$ cat src/rtl/hyper_cfg_arb.sv
// Round-robin arbiter and sequencer sharing the HyperBus macro configuration port
// among several register-file requesters, with a watchdog that aborts hung accesses.
module hyper_cfg_arb #(
    parameter int NR_REQ  = 2,
    parameter int ADDR_W  = 6,
    parameter int DATA_W  = 32,
    parameter int TIMEOUT = 64
) (
    input  logic                     sys_clk_i,
    input  logic                     rst_i,
    input  logic [NR_REQ-1:0]        req_valid_i,
    input  logic [NR_REQ-1:0]        req_rwn_i,
    input  logic [NR_REQ*ADDR_W-1:0] req_addr_i,
    input  logic [NR_REQ*DATA_W-1:0] req_data_i,
    output logic [NR_REQ-1:0]        req_ready_o,
    output logic [DATA_W-1:0]        req_rdata_o,
    output logic                     req_err_o,
    output logic                     mac_valid_o,
    output logic                     mac_rwn_o,
    output logic [ADDR_W-1:0]        mac_addr_o,
    output logic [DATA_W-1:0]        mac_data_o,
    input  logic                     mac_ready_i,
    input  logic [DATA_W-1:0]        mac_rdata_i,
    output logic [7:0]               timeout_cnt_o
);

    localparam int PTR_W = $clog2(NR_REQ);
    localparam int WD_W  = $clog2(TIMEOUT);

    typedef enum logic [1:0] {IDLE, BUSY, DONE} state_t;

    state_t              state_q, state_d;
    logic [PTR_W-1:0]    ptr_q;
    logic [PTR_W-1:0]    gnt_q;
    logic [PTR_W-1:0]    gnt;
    logic                found;
    int                  idx;
    logic                rwn_q;
    logic [ADDR_W-1:0]   addr_q;
    logic [DATA_W-1:0]   data_q;
    logic [DATA_W-1:0]   rdata_q;
    logic                err_q;
    logic [WD_W-1:0]     wdog_q;
    logic [7:0]          tcnt_q;
    logic                wd_hit;

    assign wd_hit        = (wdog_q == WD_W'(TIMEOUT - 1));
    assign timeout_cnt_o = tcnt_q;

    // First pending requester at or above ptr, wrapping around
    always_comb begin
        found = 1'b0;
        gnt   = '0;
        idx   = 0;
        for (int i = 0; i < NR_REQ; i++) begin
            idx = int'(ptr_q) + i;
            if (idx >= NR_REQ) idx = idx - NR_REQ;
            if (!found && req_valid_i[idx]) begin
                found = 1'b1;
                gnt   = PTR_W'(idx);
            end
        end
    end

    always_ff @(posedge sys_clk_i) begin
        if (rst_i) state_q <= IDLE;
        else       state_q <= state_d;
    end

    always_comb begin
        state_d     = state_q;
        mac_valid_o = 1'b0;
        mac_rwn_o   = 1'b0;
        mac_addr_o  = '0;
        mac_data_o  = '0;
        req_ready_o = '0;
        req_rdata_o = '0;
        req_err_o   = 1'b0;
        case (state_q)
            IDLE: begin
                if (found) state_d = BUSY;
            end
            BUSY: begin
                mac_valid_o = 1'b1;
                mac_rwn_o   = rwn_q;
                mac_addr_o  = addr_q;
                mac_data_o  = data_q;
                if (mac_ready_i || wd_hit) state_d = DONE;
            end
            DONE: begin
                req_ready_o[gnt_q] = 1'b1;
                req_rdata_o        = rdata_q;
                req_err_o          = err_q;
                state_d            = IDLE;
            end
            default: state_d = IDLE;
        endcase
    end

    // Latched access, watchdog and completion data; a macro ack beats a watchdog expiry
    always_ff @(posedge sys_clk_i) begin
        if (rst_i) begin
            ptr_q   <= '0;
            gnt_q   <= '0;
            rwn_q   <= 1'b0;
            addr_q  <= '0;
            data_q  <= '0;
            rdata_q <= '0;
            err_q   <= 1'b0;
            wdog_q  <= '0;
            tcnt_q  <= '0;
        end else begin
            case (state_q)
                IDLE: begin
                    wdog_q <= '0;
                    if (found) begin
                        gnt_q  <= gnt;
                        rwn_q  <= req_rwn_i[gnt];
                        addr_q <= req_addr_i[int'(gnt)*ADDR_W +: ADDR_W];
                        data_q <= req_data_i[int'(gnt)*DATA_W +: DATA_W];
                        if (int'(gnt) == NR_REQ - 1) ptr_q <= '0;
                        else                         ptr_q <= gnt + 1'b1;
                    end
                end
                BUSY: begin
                    if (mac_ready_i) begin
                        rdata_q <= rwn_q ? mac_rdata_i : '0;
                        err_q   <= 1'b0;
                    end else if (wd_hit) begin
                        rdata_q <= '0;
                        err_q   <= 1'b1;
                        if (tcnt_q != 8'hFF) tcnt_q <= tcnt_q + 8'd1;
                    end else begin
                        wdog_q <= wdog_q + 1'b1;
                    end
                end
                default: ;
            endcase
        end
    end

endmodule

$ cat config.mk
export PLATFORM = sky130hd
export DESIGN_NAME = hyper_cfg_arb
export DESIGN_NICKNAME = d
export VERILOG_FILES = /design/src/rtl/hyper_cfg_arb.sv
export SDC_FILE = /design/constraint.sdc
export NUM_CORES = 1
export LEC_CHECK = 0
export BUFFER_PORTS_ARGS = -buffer_cell sky130_fd_sc_hd__clkbuf_2
export CAP_MARGIN = 20
export CORE_ASPECT_RATIO = 2
export CORE_UTILIZATION = 30
export DETAILED_ROUTE_END_ITERATION = 10
export GPL_TIMING_DRIVEN = 0
export HOLD_SLACK_MARGIN = 0.15
export PLACE_DENSITY = 0.59
export SLEW_MARGIN = 20
export SYNTH_ARGS = -nofsm -noshare
export SYNTH_HDL_FRONTEND = slang
export SYNTH_SLANG_ARGS = --single-unit
$ cat constraint.sdc
create_clock -name sys_clk_i -period 2.1 [get_ports sys_clk_i]
set_input_delay 0.42 -clock sys_clk_i [delete_from_list [all_inputs] [get_ports sys_clk_i]]
set_output_delay 0.42 -clock sys_clk_i [all_outputs]
set_load 0.005 [all_outputs]
==> flow_metrics.py, run 1 <==
metrics = {
    "drt": {
        "vias_per_cell": 5.16,
        "postRouteAntennaNets": 0,
        "vias": 3923,
        "first_pass_iters": 5,
        "drc_errors": 0,
        "wl_per_cell_um": 15.3,
        "drt-total-wl_um": 11600,
        "drtIter0Drc": 238,
    },
    "hold_path": {
        "hold_end": "rdata_q[12]",
        "hold_depth": 2,
        "min_path_type": "input pin to flop",
        "hold_path.startpoint": "mac_rdata_i[12]",
    },
    "clocking": {
        "clkTransAtPathRegs_ns": 0.07,
        "htreeDepth": 3,
        "tritoncts": "done",
        "insertion_delay_ns": 0.34,
        "cts_hold_buffers": 0,
        "root_buffer": "clkbuf_16",
        "numCtsBuffers": 9,
        "numClockSinks": 90,
        "ctsLongestPathBuffers": 2,
    },
    "final_layout": {
        "area_growth_pct": 40.1,
        "utilization_pct": 43.5,
        "fin_cells": 761,
        "antenna_cells": 0,
        "nFillCells": 1278,
        "stdcell_area_mm2": 0.00533,
        "finalNetCount": 726,
        "drive_above_1_share_pct": 38.3,
    },
    "setup_path": {
        "start_kind": "flop",
        "r2r-end": "timeout_cnt_o[4]",
        "critPathRequiredTime_ns": 1.68,
        "crit_arrival_ns": 1.58,
        "cp_max_fo": 10,
        "reg2reg_depth": 6,
        "cp-end-kind": "output port",
        "rrSetupSlack_ns": 0.26,
        "worstReg2RegStart": "wdog_q[0]",
        "crit_type": "flop to output port",
    },
    "synth": {
        "synthTopCellsByArea": "dfxtp_1, and2_1, a222oi_1",
        "ys_types": 39,
        "synthArstFlopShare_pct": 0,
        "syn_nets": 519,
        "synth_ff_type": "dfxtp_1",
        "ys_ff_latch": 90,
        "yosysTopAreaCell": "dfxtp_1",
        "yosys_warnings": 0,
        "synthCells": 402,
        "syn_avg_cell_area_um2": 9.47,
        "yosysSeqAreaShare_pct": 47.3,
        "syn_area_mm2": 0.00381,
        "synth_edf_count": 0,
        "synth_top_area_share_pct": 47.3,
    },
    "global_routing": {
        "grt_pass1_wl_um": 18000,
        "grt_antenna_before_repair": 0,
        "track_usage_pct": 17.9,
        "overflow": 0,
        "grt_max_degree": 17,
        "grt_pass1_vias": 3934,
    },
    "timing": {
        "clock_skew_ns": 0.00901,
        "period_share_pct": 95.2,
        "relSlewSlack_pct": 54.1,
        "worst_slew_pin_slew_ns": 0.687,
        "drv_slew": 0,
        "finalCriticalPeriod_ns": 2.00,
        "hold_viol": 0,
        "rsz0062_at_grt": "false",
        "setup-violations-final": 0,
        "fmax_mhz": 500,
    },
    "placement": {
        "portBuffers": 195,
        "place_area_mm2": 0.00497,
        "place_hpwl_um": 9170,
        "place.gp.congestion": 0.752,
        "dp.cells": 744,
    },
    "die": {
        "die_y_um": 161,
        "coreArea_mm2": 0.0123,
        "start_util_pct": 31.0,
        "fp.dieW_um": 81.6,
        "num_rows": 57,
        "io_pins": 198,
        "die_area_mm2": 0.0132,
    },
    "power": {
        "finalPower_mw": 4.02,
        "vdd_ir_drop_max_mv": 0.429,
        "power_density_mw_per_mm2": 753,
        "leakage_nw": 2.47,
    },
    "flow_run": {
        "maxCapViolCount": 0,
    },
    "status": {
        "status": "finished clean",
    },
}
==> sequential cells by signal, summed over array words and instances (netlist names) <==
signal and flops:
addr_q 6, data_q 32, err_q 1, gnt_q 1
ptr_q 1, rdata_q 32, rwn_q 1, state_q 2
timeout_cnt_o 8, wdog_q 6
==> cells in the final DEF, fill, tap and decap left out, types with 2 or more instances in the layout <==
cell type  netlist  layout
o21ai_0          3       3
and2_1          74      74
dfxtp_1         90      89
clkbuf_2         0     197
nor2_1          49      49
or4_1            3       3
a31oi_1          4       4
clkbuf_1        30      22
a22o_1          32      32
clkbuf_8         0       2
nand3_1          7       7
a21oi_1         14      14
buf_2            5       6
ha_1             2       2
inv_6            0       4
a222oi_1        39      39
inv_1            3       3
mux2i_1          2       2
or3_1            5       5
buf_4            0       4
nand4b_1         2       2
clkbuf_16        0       9
nand2_1          9       9
nor3_1           4       4
buf_6            2       3
o31ai_1          3       3
==> worst max-delay path by stage <==
stage | slack, ns | to | depth (start not counted) | from
2_1_floorplan | 0.40 | req_rdata_o[10] | 4 | state_q[1]
3_3_place_gp | -0.14 | req_rdata_o[17] | 5 | state_q[1]
3_5_place_dp | -0.16 | req_rdata_o[17] | 5 | state_q[1]
4_1_cts | 0.005 | req_rdata_o[27] | 5 | state_q[1]
5_1_grt | 0.001 | mac_data_o[13] | 5 | state_q[1]
6_report | 0.10 | mac_rwn_o | 5 | state_q[1]
==> through the flow <==
stage	hold WS [ns]	setup slack, ns	TNS, ns
6_report	0.291	0.101	0
5_1_grt	0.279	0.000954	0
4_1_cts	0.279	0.00506	0
3_5_place_dp	0.456	-0.160	-3.23
3_3_place_gp	0.453	-0.138	-2.29
2_1_floorplan	0.440	0.403	0
==> critical path, cell delays in order, from the launching register on <==
cell	delay [ns]
dfxtp_2	0.34
nand2b_2	0.26
inv_6	0.15
clkbuf_2	0.21
and2_1	0.17
clkbuf_2	0.11
==> per-layer routing <==
layer	global-route usage (%)	part of all wire (%)	vias to the layer above
li1	-	-	1907
met1	17.1	36	1850
met2	34.2	55	145
met3	3.73	5.5	21
met4	8.61	2.7	0
met5	0	0	-
==> cell type report <==
| cell class | instances | area, um^2 | area share, % |
|---|---|---|---|
| flip-flops and latches | 90 | 1800 | 33.8 |
| well taps | 147 | 184 | 3.45 |
| multi-input cells | 271 | 1840 | 34.5 |
| repair buffers | 196 | 983 | 18.4 |
| clock inverters | 6 | 72.6 | 1.36 |
| plain buffers | 37 | 193 | 3.61 |
| clock buffers | 10 | 239 | 4.48 |
| inverters | 4 | 20.0 | 0.375 |
==> power breakdown <==
part	switching [mW]	total [mW]	leakage (nW)	internal, mW
registers	0.0404	1.83	0.734	1.79
clock network	0.698	1.67	0.150	0.970
logic	0.283	0.518	1.59	0.235
==> cell usage after synthesis (all sizes together), types with 2 or more instances <==
library cell	number
nand2b	2
nand2	9
nand4b	2
nor2	49
and2	74
mux2i	2
nor2b	2
inv	4
a222oi	39
a22o	32
nand3	7
ha	2
or3	5
o31ai	3
a31oi	4
or4	3
a2111oi	2
o21ai	4
nor3	4
buf	7
dfxtp	90
clkbuf	30
a21oi	15
==> kinds of logic (layout without fill, tap and decap cells) <==
| logic type | after synthesis | in the layout | synth area share [%] |
|---|---|---|---|
| xor+xnor | 1 | 1 | 0.230 |
| simple gates | 161 | 161 | 22.7 |
| flops | 90 | 90 | 47.3 |
| buf+inv | 41 | 253 | 4.60 |
| fa+ha+maj | 2 | 2 | 0.657 |
| mux | 2 | 2 | 0.526 |
| compound gates | 105 | 105 | 23.9 |
==> what timing repair did <==
action	in CTS	in global routing
endpoints found under the setup margin	75	68
pin swaps	0	0
gates resized for setup	17	10
setup buffers	0	1
(Power assumes the default switching activity.)
==> run 2: changes to the inputs <==
Settings changed: ABC_AREA from default to 1, PLACE_DENSITY 0.59 to 0.57.
==> run 2 against run 1 <==
- combinational power is 30% higher
- core utilization is 2.1 points lower
- global-route usage is 0.70 points higher
- worst hold slack better by 0.012 ns
- non-clock buffer count down 3
- first-iteration DRC count down 47%
- clock power is 9% higher
- register-to-register slack improved by 0.16 ns
- fmax shrank 0.76%
- cell area up 14%
- critical path depth up 1
- via count is 27% higher
- largest cell class unchanged
==> flow_metrics.py, run 2 <==
metrics = {
    "global_routing": {
        "grt_antenna_before_repair": 0,
        "grt_pass1_vias": 4679,
        "grt_most_used_layer": "met2",
        "grt_util_met2_pct": 36.6,
        "use_met3_pct": 3.15,
        "met1_usage_pct": 17.9,
        "track_usage_pct": 18.6,
        "overflow": 0,
        "grt_max_degree": 17,
        "grt_pass1_wl_um": 22100,
    },
    "final_layout": {
        "drive_above_1_share_pct": 25.8,
        "area_growth_pct": 35.0,
        "finalNetCount": 1069,
        "final_common_cell": "nand2_1",
        "stdcell_area_mm2": 0.00610,
        "antenna_cells": 0,
        "fin_cells": 1152,
        "layout_common_cells": "nand2_1, clkbuf_2, inv_1",
        "nFillCells": 1688,
    },
    "synth": {
        "synth_edf_count": 0,
        "synthCells": 745,
        "syn_avg_cell_area_um2": 6.07,
        "synthArstFlopShare_pct": 0,
        "ys_ff_latch": 90,
        "yosys-top-cells-count": "nand2_1, inv_1, nor2_1, dfxtp_1, nand3_1",
        "synth_ff_type": "dfxtp_1",
        "yosysTopAreaCell": "dfxtp_1",
        "yosysSeqAreaShare_pct": 39.9,
        "synthTopCellsByArea": "dfxtp_1, nand2_1, inv_1",
        "ys_types": 25,
        "syn_area_mm2": 0.00452,
        "synth_top_area_share_pct": 39.9,
        "syn_nets": 862,
        "yosys_warnings": 0,
        "synth.most_common_cell": "nand2_1",
    },
    "clocking": {
        "ctsResizeCount": 9,
        "htreeDepth": 3,
        "clkTransAtPathRegs_ns": 0.07,
        "insertion_delay_ns": 0.34,
        "postCtsSetupBuffers": 0,
        "root_buffer": "clkbuf_16",
        "numClockSinks": 90,
        "numCtsBuffers": 9,
        "tritoncts": "done",
        "cts_hold_buffers": 0,
        "ctsLongestPathBuffers": 2,
    },
    "setup_path": {
        "reg2reg_depth": 7,
        "crit_type": "flop to output port",
        "crit_start": "state_q[1]",
        "critical_path.max_stage_delay_ns": 0.36,
        "cp_max_fo": 10,
        "r2r-end": "rdata_q[25]",
        "rrSetupSlack_ns": 0.42,
        "crit_buf_inv": 4,
        "crit_chain": "inv_4 > nand2_4 > buf_4 > buf_4 > nor2_1 > clkbuf_2",
        "cp-end-kind": "output port",
        "critPathTopFamily": "buffers and inverters",
        "worstReg2RegStart": "wdog_q[0]",
        "path_common_cell": "buf_4",
        "cp_slowest_cell": "dfxtp_2",
        "critPathRequiredTime_ns": 1.68,
        "crit_arrival_ns": 1.59,
        "start_kind": "flop",
    },
    "power": {
        "power_density_mw_per_mm2": 711,
        "vdd_ir_drop_max_mv": 0.390,
        "leakage_nw": 3.07,
    },
    "die": {
        "num_rows": 63,
        "start_util_pct": 30.7,
        "die_area_mm2": 0.0156,
        "coreArea_mm2": 0.0147,
        "fp.dieW_um": 88.8,
        "die_y_um": 176,
        "io_pins": 198,
    },
    "hold_path": {
        "min_path_type": "input pin to flop",
        "hold_depth": 3,
        "hold_path.startpoint": "mac_rdata_i[2]",
        "hold_end": "rdata_q[2]",
    },
    "timing": {
        "setup-violations-final": 0,
        "holdWs_ns": 0.303,
        "period_share_pct": 95.9,
        "clock_skew_ns": 0.00840,
        "setup-tns-final_ns": 0,
        "finalCriticalPeriod_ns": 2.01,
        "worst_slew_pin_slew_ns": 0.552,
        "relSlewSlack_pct": 63.2,
        "hold_viol": 0,
        "fmax_mhz": 496,
        "postLayoutSetupSlackWorst_ns": 0.0858,
        "drv_slew": 0,
    },
    "drt": {
        "vias_per_cell": 4.33,
        "wl_per_cell_um": 12.2,
        "first_pass_iters": 4,
        "drt-total-wl_um": 14000,
        "drc_errors": 0,
        "vias": 4989,
        "drtIter0Drc": 127,
        "postRouteAntennaNets": 0,
    },
    "placement": {
        "dp.cells": 1136,
        "preCtsSetupSlack_ns": 0.140,
        "portBuffers": 196,
        "place_hpwl_um": 11200,
        "place.gp.congestion": 0.845,
        "place_area_mm2": 0.00575,
    },
    "flow_run": {
        "maxCapViolCount": 0,
    },
    "status": {
        "status": "finished clean",
    },
}
run 2: changes by cell type in the layout (fill, tap and decap cells not counted), sizes merged, moves of 5 or more:
cell / before / now
inv: 7 / 136
nand2: 9 / 271
a21oi: 15 / 49
buf: 13 / 20
and2: 74 / 0
a22o: 32 / 0
nor2: 49 / 101
or3: 5 / 0
a222oi: 39 / 0
nand3: 7 / 50
clkbuf: 230 / 220
run 2: layer usage:
layer  share of wire, %  up-vias
met5                  0        -
met4                2.9        0
met3                3.5       21
met2                 57      122
met1                 36     2233
li1                   -     2613
run 2: area by class of cell:
cell class | instances | area (um^2) | share of cell area [%]
Clock inverter | 6 | 93.8 | 1.54
Tap cell | 195 | 244 | 4.00
Inverter | 134 | 505 | 8.28
Timing Repair Buffer | 196 | 981 | 16.1
Sequential cell | 90 | 1800 | 29.6
Multi-Input combinational cell | 487 | 2060 | 33.8
Buffer | 34 | 175 | 2.87
Clock buffer | 10 | 239 | 3.91
run 2: report_power, final:
| part | switching (mW) | internal [mW] |
|---|---|---|
| Sequential | 0.0490 | 1.80 |
| Combinational | 0.406 | 0.266 |
| Clock | 0.731 | 1.09 |
| Total | 1.19 | 3.15 |
run 2: worst min-delay path, delay by kind of cell:
kind / cells / cell delay, ns
buffers and inverters: 1 / 0.08
AND/OR/NAND/NOR: 1 / 0.05
AO/OA/AOI/OAI: 1 / 0.05
run 2: stage by stage:
stage	total power [mW]	util, %
2_1_floorplan	2.28	-
3_3_place_gp	2.56	39.0
3_5_place_dp	2.57	39.0
4_1_cts	4.42	41.4
5_1_grt	4.58	41.4
6_report	4.34	41.4
run 2: kinds of logic after synthesis:
| logic type | share of synthesized area (%) |
|---|---|
| buffers and inverters | 14.6 |
| AND/OR/NAND/NOR | 37.7 |
| XOR/XNOR | 0.581 |
| flip-flops | 39.9 |
| adder cells (fa/ha/maj) | 0.553 |
| AO/OA/AOI/OAI | 6.70 |
run 2: worst max path at each step:
| stage | slack, ns | depth (start not counted) | end |
|---|---|---|---|
| floorplan | 0.68 | 5 | mac_addr_o[0] |
| global placement | 0.14 | 6 | mac_data_o[28] |
| detailed placement | 0.14 | 6 | mac_data_o[28] |
| CTS | 0.03 | 6 | mac_data_o[28] |
| global route | -0.0007 | 6 | mac_addr_o[1] |
| finish | 0.09 | 6 | mac_data_o[28] |
